## src/rtl/tt_um_a3_seq_divider.sv

```systemverilog
// tt_um_a3_seq_divider
//   Sequential restoring divider: 8-bit dividend / 4-bit divisor -> 4-bit
//   quotient + 4-bit remainder, one quotient bit per clock. This is the
//   inverse of the 4x4 array multiplier. Start is a level handshake, and the
//   result is held in DONE until start drops.
//
// Ports
//   clk      in   clock, rising edge
//   rst_n    in   asynchronous active-low reset
//   ena      in   tile power-good (ignored)
//   ui_in    in   dividend N[7:0]
//   uio_in   in   [3:0] divisor D, [4] start, [7:5] unused
//   uo_out   out  {R[3:0], Q[3:0]}
//   uio_out  out  [7] err, [6] done, [5] busy, [4:0] 0
//   uio_oe   out  constant 8'b1110_0000
module tt_um_a3_seq_divider (
    input  logic       clk,
    input  logic       rst_n,
    input  logic       ena,
    input  logic [7:0] ui_in,
    input  logic [7:0] uio_in,
    output logic [7:0] uo_out,
    output logic [7:0] uio_out,
    output logic [7:0] uio_oe
);

    typedef enum logic [1:0] {S_IDLE, S_RUN, S_DONE} state_t;

    state_t     r_state, w_next;
    logic [3:0] r_nlo;      // low dividend nibble, shifted into P during RUN
    logic [3:0] r_d;
    logic [3:0] r_p;        // partial remainder; P < D keeps bit 4 at zero
    logic [3:0] r_qs;       // shadow quotient, uo_out only updates on DONE
    logic [1:0] r_cnt;
    logic [3:0] r_q, r_r;
    logic       r_err;

    logic       w_start;
    logic [3:0] w_d_in;
    logic       w_bad;
    logic [1:0] w_idx;
    logic [4:0] w_t, w_pn;
    logic       w_ge;
    logic       w_unused;

    assign w_start = uio_in[4];
    assign w_d_in  = uio_in[3:0];
    // Quotient overflows 4 bits exactly when the top nibble alone is >= D.
    assign w_bad   = (w_d_in == 4'd0) || (ui_in[7:4] >= w_d_in);

    // Iteration bit index runs 3..0 as the counter runs 0..3.
    assign w_idx = 2'd3 - r_cnt;
    assign w_t   = {r_p, r_nlo[w_idx]};
    assign w_ge  = (w_t >= {1'b0, r_d});
    assign w_pn  = w_ge ? (w_t - {1'b0, r_d}) : w_t;

    assign w_unused = &{1'b0, ena, uio_in[7:5], w_pn[4]};

    always_ff @(posedge clk or negedge rst_n) begin
        if (!rst_n) r_state <= S_IDLE;
        else        r_state <= w_next;
    end

    always_comb begin
        w_next = r_state;
        case (r_state)
            S_IDLE: if (w_start) w_next = w_bad ? S_DONE : S_RUN;
            S_RUN:  if (r_cnt == 2'd3) w_next = S_DONE;
            S_DONE: if (!w_start) w_next = S_IDLE;
            default: w_next = S_IDLE;
        endcase
    end

    always_ff @(posedge clk or negedge rst_n) begin
        if (!rst_n) begin
            r_nlo <= 4'd0;
            r_d   <= 4'd0;
            r_p   <= 4'd0;
            r_qs  <= 4'd0;
            r_cnt <= 2'd0;
            r_q   <= 4'd0;
            r_r   <= 4'd0;
            r_err <= 1'b0;
        end else begin
            case (r_state)
                S_IDLE: begin
                    if (w_start) begin
                        r_nlo <= ui_in[3:0];
                        r_d   <= w_d_in;
                        r_cnt <= 2'd0;
                        r_qs  <= 4'd0;
                        if (w_bad) begin
                            r_p   <= 4'd0;
                            r_q   <= 4'hF;
                            r_r   <= 4'hF;
                            r_err <= 1'b1;
                        end else begin
                            r_p   <= ui_in[7:4];
                        end
                    end
                end
                S_RUN: begin
                    r_p   <= w_pn[3:0];
                    r_qs  <= {r_qs[2:0], w_ge};
                    r_cnt <= r_cnt + 2'd1;
                    if (r_cnt == 2'd3) begin
                        r_q   <= {r_qs[2:0], w_ge};
                        r_r   <= w_pn[3:0];
                        r_err <= 1'b0;
                    end
                end
                default: ;
            endcase
        end
    end

    assign uo_out  = {r_r, r_q};
    assign uio_out = {r_err, (r_state == S_DONE), (r_state == S_RUN), 5'b0};
    assign uio_oe  = 8'b1110_0000;

endmodule

```

## config.mk

```make
export PLATFORM = sky130hd
export DESIGN_NAME = tt_um_a3_seq_divider
export DESIGN_NICKNAME = d
export VERILOG_FILES = /design/src/rtl/tt_um_a3_seq_divider.sv
export SDC_FILE = /design/constraint.sdc
export NUM_CORES = 1
export LEC_CHECK = 0
export ABC_AREA = 1
export CAP_MARGIN = 20
export CELL_PAD_IN_SITES_DETAIL_PLACEMENT = 1
export CELL_PAD_IN_SITES_GLOBAL_PLACEMENT = 2
export CORE_ASPECT_RATIO = 1.75
export CORE_UTILIZATION = 30
export DETAILED_ROUTE_END_ITERATION = 10
export GPL_ROUTABILITY_DRIVEN = 0
export HOLD_SLACK_MARGIN = 0.12
export PLACE_DENSITY_LB_ADDON = 0.1
export SYNTH_ARGS = -nofsm -noshare
export SYNTH_HDL_FRONTEND = slang
export SYNTH_SLANG_ARGS = --single-unit
```

## constraint.sdc

```tcl
create_clock -name clk -period 5.2 [get_ports clk]
set_clock_uncertainty 0.1 [all_clocks]
set_input_delay 0.52 -clock clk [delete_from_list [all_inputs] [get_ports clk]]
set_output_delay 0.52 -clock clk [all_outputs]
set_load 0.005 [all_outputs]
```

==> impl_metrics.toml <==
[setup_path]
worstSetupStartpointType = "flop"
worstPathArrival_ns = 1.67
crit_path_max_fanout = 12
critPathSlowestCell = "clkdlybuf4s50_1"
worst-endpoint-required_ns = 4.58
critPathMaxStageDelay_ns = 0.58
crit_type = "flop to output pin"
path_cells = "nor2_4 > clkdlybuf4s50_1"
critPathCaptureType = "output pin"

[floorplan]
ios = 43
die_w_um = 59.5
start_util = 0.310
die-area_sq_um = 6100
die_y_um = 103
coreArea_sq_um = 5590
row_count = 36

[timing]
hold_viol_final = 0
tightest_slew_ns = 0.497
timing.final.crit_share = 0.440
fin_ws_ns = 2.91
finalSetupViolCount = 0
drv_slew = 0
fmax_ghz = 0.437
rsz0062_at_grt = "no"
max-slew-margin-rel = 0.668
tns_ns = 0
fin_crit_ns = 2.29

[global_routing]
grt_overflow = 0
grt_antenna_before_repair = 0
grt_pass1_vias = 1372
track_usage = 0.137
grt_pass1_wl_um = 6260
grt_max_degree = 29

[finish]
finalNonFillerCells = 325
syn_to_final_growth_pct = 19.4
nFillCells = 741
layout.nets = 279
drive_above_1_share = 0.108
diodes = 0

[power_and_ir_drop]
power_frac_clock = 0.137
cellLeakagePower_nw = 1.08
p_total_w = 0.00125
p_switching_w = 0.000550
vdd_ir_drop_max_mv = 0.138
p_sw_frac = 0.439
power.internal_w = 0.000704
p_comb_frac = 0.557
p_per_area_nw_per_um2 = 606
seqPwrFrac = 0.306

[drt]
via_per_inst = 4.24
drt-initial-drc-count = 38
antenna_left = 0
vias = 1378
avgRoutedWirePerCell_um = 11.0
firstDrtPassIters = 3
wl_um = 3580
drc = 0

[yosys]
seq_area_frac_synth = 0.404
synth-seq-cells = 28
async_reset_ff_frac = 1.00
yosysWarnings = 0
synth-main-ff-cell = "dfrtp_1"
synth.distinct_cells = 26
synth_area_per_cell_sq_um = 7.70
postSynthCellCount = 225
synthesis.area_sq_um = 1730
synth-edff-count = 0

[cts]
htreeDepth = 1
holdBufCountCts = 0
cts.clk_slew.worst_paths_ns = 0.10
cts_tree = "yes"
clock_sinks = 28
clock_latency_ns = 0.27
post-cts-setup-buffers = 0
root_buffer = "clkbuf_8"
cts_buffers = 3
cts_resized = 0
clockBufferDepth = 2

[hold_path]
hold_class = "flop to flop"

[place]
place_ws_ns = 2.86
portBuffers = 25
dp.cells = 321
dp_hpwl_um = 2950

[status]
outcome = "finished clean"

[run]
maxCapViolCount = 0
final cells by class:
cell class / count / area (sq um) / share of cell area
Timing Repair Buffer: 26 / 258 / 0.125
Clock buffer: 3 / 41.3 / 0.0200
Inverter: 34 / 128 / 0.0617
Tap cell: 76 / 95.1 / 0.0459
Sequential cell: 28 / 701 / 0.339
Clock inverter: 1 / 30.0 / 0.0145
Multi-Input combinational cell: 157 / 817 / 0.395
cells by family after synthesis:
group,share of synthesized area
XOR/XNOR,0.00506
AND/OR/NAND/NOR,0.302
AO/OA/AOI/OAI,0.0599
flip-flops,0.404
buffers and inverters,0.148
adder cells (fa/ha/maj),0.0765
other,0.00433
power groups by stage:
stage / Clock (W) / Sequential, W / Combinational [W]
after global placement: 0 / 0.000387 / 0.000712
after floorplan: 0 / 0.000379 / 0.000525
after global routing: 0.000187 / 0.000399 / 0.000811
after CTS: 0.000180 / 0.000386 / 0.000723
final: 0.000172 / 0.000384 / 0.000698
after detailed placement: 0 / 0.000390 / 0.000719
sequential cells by signal, summed over array words and instances (netlist names):
register,count
r_cnt,2
r_d,4
r_err,1
r_nlo,4
r_p,4
r_q,4
r_qs,3
r_r,4
r_state,2
stage by stage:
stage                util  hold WS, ns  cell area, sq um
finish              0.371        0.383              2070
detailed placement  0.358        0.362              2000
global route        0.371        0.405              2070
global placement    0.358        0.354              2000
CTS                 0.371        0.388              2070
floorplan               -        0.124              1770
synth_stat cells (2+ instances only):
| cell | instances | area share |
|---|---|---|
| a21oi_1 | 2 | 0.0058 |
| a21oi_2 | 3 | 0.015 |
| buf_4 | 15 | 0.065 |
| conb_1 | 2 | 0.0043 |
| dfrtp_1 | 28 | 0.40 |
| ha_1 | 9 | 0.065 |
| inv_1 | 28 | 0.061 |
| inv_2 | 5 | 0.011 |
| nand2_1 | 85 | 0.18 |
| nand2_2 | 5 | 0.018 |
| nand2_4 | 3 | 0.019 |
| nand3_1 | 10 | 0.029 |
| nand3_2 | 2 | 0.012 |
| nor2_1 | 4 | 0.0087 |
| nor2_2 | 2 | 0.0072 |
| nor3_1 | 2 | 0.0058 |
| o21ai_0 | 9 | 0.026 |
| o21ai_1 | 2 | 0.0058 |
| o22ai_1 | 2 | 0.0072 |
final timing paths:
| kind | startpoint | endpoint | slack (ns) | cells after the start |
|---|---|---|---|---|
| worst max-delay path | r_state[1]$_DFFE_PN0P_ | uio_out[5] | 2.91 | 2 |
| worst min-delay path | r_r[3]$_DFFE_PN0P_ | r_r[3]$_DFFE_PN0P_ | 0.38 | 2 |
| worst max register to register | r_cnt[0]$_DFFE_PN0P_ | r_p[2]$_DFFE_PN0P_ | 3.06 | 11 |
| worst min register to register | r_r[3]$_DFFE_PN0P_ | r_r[3]$_DFFE_PN0P_ | 0.38 | 2 |
| max in group asynchronous | rst_n | r_p[2]$_DFFE_PN0P_ | 4.20 | 2 |
| min in group asynchronous | rst_n | r_state[1]$_DFFE_PN0P_ | 0.52 | 2 |
per-layer routing:
layer,routed length (um),up-vias,global-route usage,part of all wire
li1,-,708,-,-
met1,1470,637,0.146,0.41
met2,1960,31,0.264,0.55
met3,94,2,0.00878,0.026
met4,51,0,0.0604,0.014
met5,0,-,0,0
critical path: cells and delay by family (launching register included):
family	cells	cell delay [ns]
AND/OR/NAND/NOR	1	0.38
flip-flops	1	0.44
buffers and inverters	1	0.58
cells in the final DEF (no fill, tap or decap), types with 2 or more instances in the layout:
master           count
o21ai_0              9
o21ai_1              2
a21oi_2              3
clkdlybuf4s50_1     25
clkbuf_8             3
nand2_1             85
inv_1               28
nand3_1             10
dfrtp_1             28
a21oi_1              2
inv_2                5
nor3_1               2
nand3_2              2
o22ai_1              2
nand2_2              5
ha_1                 9
nor2_1               4
conb_1              13
nand2_4              3
nor2_2               2
No activity file was read; power rests on OpenSTA's default activity.
